<file path="src/rtl/way_alloc_ctrl.sv">
// rtl/way_alloc_ctrl.sv - 4-way tree-PLRU victim allocator with writeback/refill sequencing
// Optional feature macro: WAY_ALLOC_STATS_EN adds the 16-bit evict_cnt output.
module way_alloc_ctrl #(
  parameter int NUM_SETS = 64,
  parameter int SET_W    = $clog2(NUM_SETS)
) (
  input  logic             clk,
  input  logic             rst_n,
  input  logic             hit_valid,
  input  logic [SET_W-1:0] hit_set,
  input  logic [1:0]       hit_way,
  input  logic             alloc_req,
  input  logic [SET_W-1:0] alloc_set,
  input  logic [3:0]       valid_mask,
  input  logic [3:0]       dirty_mask,
  output logic             alloc_ready,
  output logic             wb_req,
  input  logic             wb_ack,
  output logic             fill_req,
  input  logic             fill_done,
  output logic [1:0]       alloc_way,
`ifdef WAY_ALLOC_STATS_EN
  output logic [15:0]      evict_cnt,
`endif
  output logic             alloc_done
);

  typedef enum logic [2:0] {
    S_IDLE   = 3'd0,
    S_SELECT = 3'd1,
    S_WB     = 3'd2,
    S_FILL   = 3'd3,
    S_DONE   = 3'd4
  } state_e;

  state_e           state_q, state_d;
  logic [SET_W-1:0] set_q;
  logic [3:0]       valid_q;
  logic [3:0]       dirty_q;
  logic [1:0]       alloc_way_q;
  logic [1:0]       victim;
  logic [2:0]       cur_plru;
  logic [2:0]       plru_q [NUM_SETS];
  logic [2:0]       plru_d [NUM_SETS];

  // Entry bits are {root, left, right}; an access steers the tree away from the touched way.
  function automatic logic [2:0] plru_touch(input logic [2:0] cur, input logic [1:0] way);
    logic [2:0] nxt;
    case (way)
      2'd0:    nxt = {1'b0, 1'b0, cur[0]};
      2'd1:    nxt = {1'b0, 1'b1, cur[0]};
      2'd2:    nxt = {1'b1, cur[1], 1'b0};
      default: nxt = {1'b1, cur[1], 1'b1};
    endcase
    return nxt;
  endfunction

  // Victim choice from the latched masks and the current PLRU entry of the latched set.
  always_comb begin
    victim   = 2'd0;
    cur_plru = plru_q[set_q];
    if (!valid_q[0])      victim = 2'd0;
    else if (!valid_q[1]) victim = 2'd1;
    else if (!valid_q[2]) victim = 2'd2;
    else if (!valid_q[3]) victim = 2'd3;
    else if (!cur_plru[2]) victim = cur_plru[0] ? 2'd2 : 2'd3;
    else                   victim = cur_plru[1] ? 2'd0 : 2'd1;
  end

  // Next-state and outputs; wb_ack/fill_done only matter in their own states.
  always_comb begin
    state_d     = state_q;
    alloc_ready = 1'b0;
    wb_req      = 1'b0;
    fill_req    = 1'b0;
    alloc_done  = 1'b0;
    alloc_way   = 2'd0;
    case (state_q)
      S_IDLE: begin
        alloc_ready = 1'b1;
        if (alloc_req) state_d = S_SELECT;
      end
      S_SELECT: begin
        alloc_way = victim;
        state_d   = (valid_q[victim] && dirty_q[victim]) ? S_WB : S_FILL;
      end
      S_WB: begin
        wb_req    = 1'b1;
        alloc_way = alloc_way_q;
        if (wb_ack) state_d = S_FILL;
      end
      S_FILL: begin
        fill_req  = 1'b1;
        alloc_way = alloc_way_q;
        if (fill_done) state_d = S_DONE;
      end
      S_DONE: begin
        alloc_done = 1'b1;
        alloc_way  = alloc_way_q;
        state_d    = S_IDLE;
      end
      default: state_d = S_IDLE;
    endcase
  end

  // PLRU next state: the completing allocation's update overrides a hit to the same set.
  always_comb begin
    for (int s = 0; s < NUM_SETS; s++) begin
      plru_d[s] = plru_q[s];
      if (state_q == S_DONE && set_q == SET_W'(s))
        plru_d[s] = plru_touch(plru_q[s], alloc_way_q);
      else if (hit_valid && hit_set == SET_W'(s))
        plru_d[s] = plru_touch(plru_q[s], hit_way);
    end
  end

  // PLRU storage, cleared by reset.
  always_ff @(posedge clk or negedge rst_n) begin
    if (!rst_n) begin
      for (int s = 0; s < NUM_SETS; s++) plru_q[s] <= 3'd0;
    end else begin
      for (int s = 0; s < NUM_SETS; s++) plru_q[s] <= plru_d[s];
    end
  end

  // FSM state plus the request fields captured on accept and the victim captured in SELECT.
  always_ff @(posedge clk or negedge rst_n) begin
    if (!rst_n) begin
      state_q     <= S_IDLE;
      set_q       <= '0;
      valid_q     <= 4'd0;
      dirty_q     <= 4'd0;
      alloc_way_q <= 2'd0;
    end else begin
      state_q <= state_d;
      if (state_q == S_IDLE && alloc_req) begin
        set_q   <= alloc_set;
        valid_q <= valid_mask;
        dirty_q <= dirty_mask;
      end
      if (state_q == S_SELECT) alloc_way_q <= victim;
    end
  end

`ifdef WAY_ALLOC_STATS_EN
  logic [15:0] evict_cnt_q;

  // Count entries into writeback, saturating at all-ones.
  always_ff @(posedge clk or negedge rst_n) begin
    if (!rst_n) begin
      evict_cnt_q <= 16'd0;
    end else if (state_q == S_SELECT && state_d == S_WB && evict_cnt_q != 16'hFFFF) begin
      evict_cnt_q <= evict_cnt_q + 16'd1;
    end
  end

  assign evict_cnt = evict_cnt_q;
`endif

endmodule
</file>
<file path="config.mk">
export PLATFORM = sky130hd
export DESIGN_NAME = way_alloc_ctrl
export DESIGN_NICKNAME = d
export VERILOG_FILES = /design/src/rtl/way_alloc_ctrl.sv
export SDC_FILE = /design/constraint.sdc
export NUM_CORES = 1
export LEC_CHECK = 0
export CAP_MARGIN = 20
export CORE_AREA = 2 2 132 185
export CTS_BUF_LIST = sky130_fd_sc_hd__clkbuf_16
export CTS_CLUSTER_DIAMETER = 150
export CTS_CLUSTER_SIZE = 40
export DETAILED_ROUTE_END_ITERATION = 6
export DIE_AREA = 0 0 134 187
export PLACE_DENSITY_LB_ADDON = 0.1
export SLEW_MARGIN = 20
export SYNTH_ARGS = -nofsm -noshare
export SYNTH_HDL_FRONTEND = slang
export SYNTH_SLANG_ARGS = --single-unit
</file>
<file path="constraint.sdc">
create_clock -name clk -period 3 [get_ports clk]
set_input_delay 0.6 -clock clk [delete_from_list [all_inputs] [get_ports clk]]
set_output_delay 0.6 -clock clk [all_outputs]
set_load 0.01 [all_outputs]
</file>
==> results of run 1 <==
-- stage by stage --
step           total power (uW)  cells  utilization [%]
4_1_cts                   12110   1998            66.72
3_3_place_gp               9764   1973            63.92
3_5_place_dp               9851   1973            63.92
2_1_floorplan              7265   1502                -
6_report                  12380   1999            66.91
5_1_grt                   12800   1998            66.90
-- final cells by class --
class / count / area share (%)
antenna: 1 / 0.01588
clock buffer: 9 / 1.429
clock inverter: 3 / 0.2381
inverter: 21 / 0.5001
multi-input combinational: 1169 / 46.52
sequential: 211 / 33.54
tap: 310 / 2.461
timing repair buffer: 275 / 15.30
-- power by group --
part           switching [uW]  leakage (uW)  internal (uW)
Combinational            3170       0.00376           3080
Clock                     996      0.000133            571
Sequential                904       0.00236           3660
Total                    5070       0.00625           7310
-- what timing repair did --
item / 4_1_cts / 5_1_grt
gates resized for setup: 61 / 7
pin swaps: 23 / 1
endpoints found under the setup margin: 2 / 3
endpoints found under the hold margin: 0 / 0
gates cloned: 3 / 0
setup buffers: 12 / 0
-- cells in the mapped netlist, types with 13 or more instances --
library cell and n:
dfrtp_1 211, nand2_1 204, o21ai_0 164, nand3_1 154, nor2_1 146, clkbuf_1 79
a21oi_1 78, a31oi_1 62, o221ai_1 54, mux2i_1 36, mux4_2 34, nor3_1 31
a22oi_1 25, o221a_2 24, inv_1 21, nand4_1 18, mux2_2 17, nand2b_1 14
and2_1 13, nor2b_1 13
-- kinds of logic after synthesis --
kind of cell | synth area share, %
buffers and inverters | 3.931
muxes | 10.22
and+or+nand+nor | 21.86
AOI/OAI and AO/OA | 23.02
DFF | 40.96
-- worst max-delay path: cells and delay by family, from the launching register on --
kind	cells	cell delay (ns)
DFF	1	0.58
AOI/OAI and AO/OA	4	0.49
and+or+nand+nor	2	0.64
buffers and inverters	3	0.43
muxes	1	0.53
-- registers in the layout (all words and copies together) (netlist names) --
name         flops
set_q            6
state_q          3
plru_q         192
valid_q          4
alloc_way_q      2
dirty_q          4
-- how the worst max path moves through the flow --
stage | startpoint | endpoint | slack [ns] | cells after the start
2_1_floorplan | set_q[0] | alloc_way[0] | 0.009 | 9
3_3_place_gp | set_q[0] | alloc_way[0] | -0.83 | 10
3_5_place_dp | set_q[0] | alloc_way[0] | -0.86 | 10
4_1_cts | set_q[0] | alloc_way[0] | -0.76 | 10
5_1_grt | set_q[0] | alloc_way[1] | -0.90 | 13
6_report | set_q[0] | alloc_way[0] | -0.77 | 10
-- per-layer routing --
metal  vias to the layer above  share of wire [%]
met3                       300                9.5
met5                         -                  0
met2                      1031                 45
li1                       5992                  -
met1                      6721                 35
met4                         0                 11
==> results.cfg, run 1 <==
[clocking]
htree_levels = 1
cts.clk_slew.worst_paths_ns = 0.16
insertion_delay_ns = 0.50
clock-sinks = 211
cts_buffer_depth = 3
cts_buffers = 9
root_buffer = clkbuf_16
hold_buffers = 0
cts_tree = yes

[critical_path]
timing.rr.start = set_q[0]
cp_cell_sequence = buf_16 -> buf_4 -> mux4_2 -> a22oi_2 -> a21oi_1 -> or4_4 -> nand3_2 -> a21boi_2 -> o21ai_1 -> buf_2
reg2reg_depth = 12
critPathSlowestCell = dfrtp_4
r2r_end = state_q[0]
r2r_slack_ns = 0.12
worst_ep_required_time_ns = 2.40
arrival_ns = 3.17
end_kind = output pin
crit_type = reg -> out
crit_fanout = 6
slowest_delay_ns = 0.58
startpoint_type = flop

[timing]
rsz0062_at_grt = yes
fin_worst_skew_ns = 0.06086
fmax_mhz = 265.3
hold_ws_ns = 0.06791
fin_setup_tns_ns = -1.532
setup_viol = 2
slew_violations = 0
period_needed_ns = 3.769
tightestPinTransition_ns = 0.7745
fin_crit_sh_pct = 125.6
maxSlewHeadroom_pct = 48.36
hold_viol = 0
layout_setup_ws_ns = -0.7694

[synth]
synth_top_area_share_pct = 40.96
yosys.area.top_type = dfrtp_1
synth_area_leaders = dfrtp_1 41%, o21ai_0 6.4%, nand3_1 6.0%
synth_area_per_cell_sq_um = 8.582
ys_ff_latch = 211
dominantRegCellSynth = dfrtp_1
syn_nets = 1530
yosysSeqAreaShare_pct = 40.96
synth_cells = 1502
yosys.cell_types.count = 57
ys_warn_count = 0
async_flop_share_pct = 100.0
synth_edf_count = 0
syn_area_sq_um = 12890

[global_routing]
gr-max-usage-layer = met2
grt_use_met2_pct = 69.45
grtUsageTotal_pct = 44.38
grt_overflow = 0
grt_util_met3_pct = 5.772
grt_pass1_wl_um = 82840
grt_use_met1_pct = 54.17
grt_max_degree = 78
first_global_vias = 13650
antenna_found_initial = 0

[floorplan]
die_w_um = 134
core_sq_um = 23560
die_area_sq_um = 25060
fp-row-count = 67
start_util_pct = 54.72
boundaryPins = 34
die_y_um = 187

[power]
irDropWorstVdd_v = 0.0005794
power.density_nw_per_um2 = 785.6
leakagePower_uw = 0.006254

[placement]
place.gp.congestion = 1.017
dp_hpwl_um = 40260
post_dp_cell_area_sq_um = 15060
dpl_worst_slack_ns = -0.8626
portBuffers = 33

[cells_and_area]
design_area_sq_um = 15760
final_common_cell = buf_4
ff_latch_area_sq_um = 5286
final_nets = 1715
final.fill_count = 1982
multi_input_area_sq_um = 7332
drive_above_1_share_pct = 22.45
final_cell_mix = 220 x buf_4, 208 x dfrtp_1, 203 x nand2_1
syn2layout_area_growth_pct = 22.29

[route]
drc_errors = 0
via_per_inst = 7.026
drt_iter0_drc = 1851
wl_per_cell_um = 27.77
routed_wl_um = 55510
drt_pre_antenna_iters = 6
drtAntennaViolNets = 0
vias = 14040

[hold_path]
hold_path_class = in -> async

[flow_run]
drv_cap = 0

[status]
failed_checks = setup timing
status = complete, but fails checks
Note: power is estimated with default switching activity, not from simulation.
==> run 2, diff against run 1 <==
--- a/config.mk
+++ b/config.mk
@@ -12,6 +12,7 @@
 export CTS_CLUSTER_SIZE = 40
 export DETAILED_ROUTE_END_ITERATION = 6
 export DIE_AREA = 0 0 134 187
+export MAX_ROUTING_LAYER = met4
 export PLACE_DENSITY_LB_ADDON = 0.1
 export SLEW_MARGIN = 20
 export SYNTH_ARGS = -nofsm -noshare
==> run 2 against run 1 <==
  * The run ends with DRC, setup timing left
  * Worst setup slack gained 0.062 ns
  * First-iteration DRC count shrank 1.1%
  * Clock power is essentially flat
  * Combinational power shrank 5.8%
  * Die area is the same
  * Worst hold slack gained 0.016 ns
  * Critical path depth is the same
  * Global-route usage grew 0.54 points
  * Flip-flop and latch count is the same
  * Cell count shrank 0.30%
  * Non-clock buffer count shrank 6
  * Maximum frequency grew 1.7%
  * Largest cell class unchanged
==> results.cfg, run 2 (synthesis gave the netlist of run 1 again) <==
[critical_path]
crit_type = reg -> out
worst_ep_required_time_ns = 2.40
startpoint_type = flop
end_kind = output pin
reg2reg_depth = 14
arrival_ns = 3.11
crit_fanout = 6

[clocking]
insertion_delay_ns = 0.52
cts_tree = yes
cts_buffer_depth = 3
htree_levels = 1
root_buffer = clkbuf_16
cts_buffers = 9
clock-sinks = 211
hold_buffers = 0
cts.clk_slew.worst_paths_ns = 0.16

[route]
vias = 13840
drt_iter0_drc = 1831
drc_errors = 1
drtAntennaViolNets = 0
routed_wl_um = 54340
via_per_inst = 6.942
drt_pre_antenna_iters = 7
wl_per_cell_um = 27.26

[timing]
fmax_mhz = 269.7
hold_viol = 0
fin_crit_sh_pct = 123.6
layout_setup_ws_ns = -0.7072
rsz0062_at_grt = yes
slew_violations = 0
setup_viol = 2
period_needed_ns = 3.707
tightestPinTransition_ns = 0.7772
maxSlewHeadroom_pct = 48.06
fin_worst_skew_ns = 0.06906
hold_ws_ns = 0.08390

[global_routing]
grtUsageTotal_pct = 44.92
grt_pass1_wl_um = 81320
grt_max_degree = 81
first_global_vias = 13560
grt_overflow = 0
antenna_found_initial = 0

[power]
leakagePower_uw = 0.006193
power.density_nw_per_um2 = 767.5
irDropWorstVdd_v = 0.0005279

[floorplan]
start_util_pct = 54.72
fp-row-count = 67
boundaryPins = 34
die_area_sq_um = 25060
die_y_um = 187
die_w_um = 134
core_sq_um = 23560

[cells_and_area]
final_nets = 1709
final_cell_mix = 217 x buf_4, 208 x dfrtp_1, 203 x nand2_1
final.fill_count = 1994
syn2layout_area_growth_pct = 20.83
final_common_cell = buf_4
reg_top3 = plru_q (192), set_q (6)
drive_above_1_share_pct = 21.39
regMostFlops = plru_q
final_cell_count_no_fill = 1993
largest_register_ffs = 192
insertedDiodeCount = 0

[flow_run]
drv_cap = 0

[placement]
dp_hpwl_um = 39880
place.gp.congestion = 1.069
portBuffers = 33
dp.cells = 1967

[status]
status = complete, but fails checks
failed_checks = DRC, setup timing

[hold_path]
hold_path_class = in -> async
run 2: changes by cell type in the layout (fill, tap and decap cells not counted), moves of 2 or more:
cell,previous run,this run
mux2i_4,3,1
buf_16,3,0
nor3_1,28,30
nor3_2,3,1
buf_4,220,217
buf_8,2,4
o31ai_2,2,0
a22oi_1,11,17
mux2i_1,32,34
a22oi_2,14,8
buf_12,16,14
run 2: layout make-up:
cell class | instances | area (sq um) | share of cell area (%)
clock inverter | 4 | 41.29 | 0.2651
tap | 310 | 387.9 | 2.490
multi-input combinational | 1169 | 7258 | 46.60
inverter | 21 | 78.83 | 0.5061
clock buffer | 9 | 225.2 | 1.446
timing repair buffer | 269 | 2297 | 14.75
sequential | 211 | 5286 | 33.94
run 2: per-layer routing:
metal	GRT usage [%]	up-vias	wire, um
li1	-	5985	-
met1	52.62	6606	18790
met2	68.74	952	24560
met3	5.962	293	5040
met4	36.74	0	5948
met5	-	-	0
run 2: power by group:
| part | internal, uW | total, uW | switching, uW |
|---|---|---|---|
| Combinational | 2830 | 5890 | 3060 |
| Sequential | 3660 | 4500 | 837 |
| Clock | 573 | 1560 | 991 |
| Total | 7060 | 12000 | 4890 |
run 2: what timing repair did:
| action | 4_1_cts | 5_1_grt |
|---|---|---|
| pin swaps | 15 | 0 |
| resized for setup | 48 | 4 |
| setup endpoints to repair | 2 | 3 |
| setup buffers | 9 | 6 |
| hold endpoints to repair | 0 | 0 |
run 2: critical path: stages (launching register included):
cell	delay (ns)
dfrtp_4	0.50
buf_12	0.15
buf_8	0.12
mux4_2	0.53
a22oi_2	0.22
a21oi_1	0.09
or4_4	0.58
o21ai_4	0.09
a21boi_2	0.07
o21ai_1	0.11
buf_2	0.14
run 2: final timing paths:
| check | startpoint | slack [ns] | endpoint |
|---|---|---|---|
| max in group asynchronous | rst_n | 2.00 | plru_q[185] |
| setup reg to reg | set_q[0] | 0.15 | state_q[0] |
| min in group clk | plru_q[105] | 0.52 | plru_q[105] |
| hold / removal | rst_n | 0.08 | plru_q[153] |
| hold reg to reg | plru_q[105] | 0.52 | plru_q[105] |
| setup / recovery | set_q[0] | -0.71 | alloc_way[0] |
run 2: per-stage QoR:
step / area (sq um) / setup TNS, ns / setup slack, ns / util (%) / total power, uW
3_5_place_dp: 15030 / -1.461 / -0.7359 / 63.79 / 9749
5_1_grt: 15570 / -1.618 / -0.8184 / 66.12 / 12400
6_report: 15570 / -1.380 / -0.7072 / 66.12 / 11950
2_1_floorplan: 12890 / 0 / 0.009351 / - / 7265
4_1_cts: 15510 / -1.346 / -0.6759 / 65.85 / 11660
3_3_place_gp: 15030 / -1.453 / -0.7280 / 63.79 / 9660
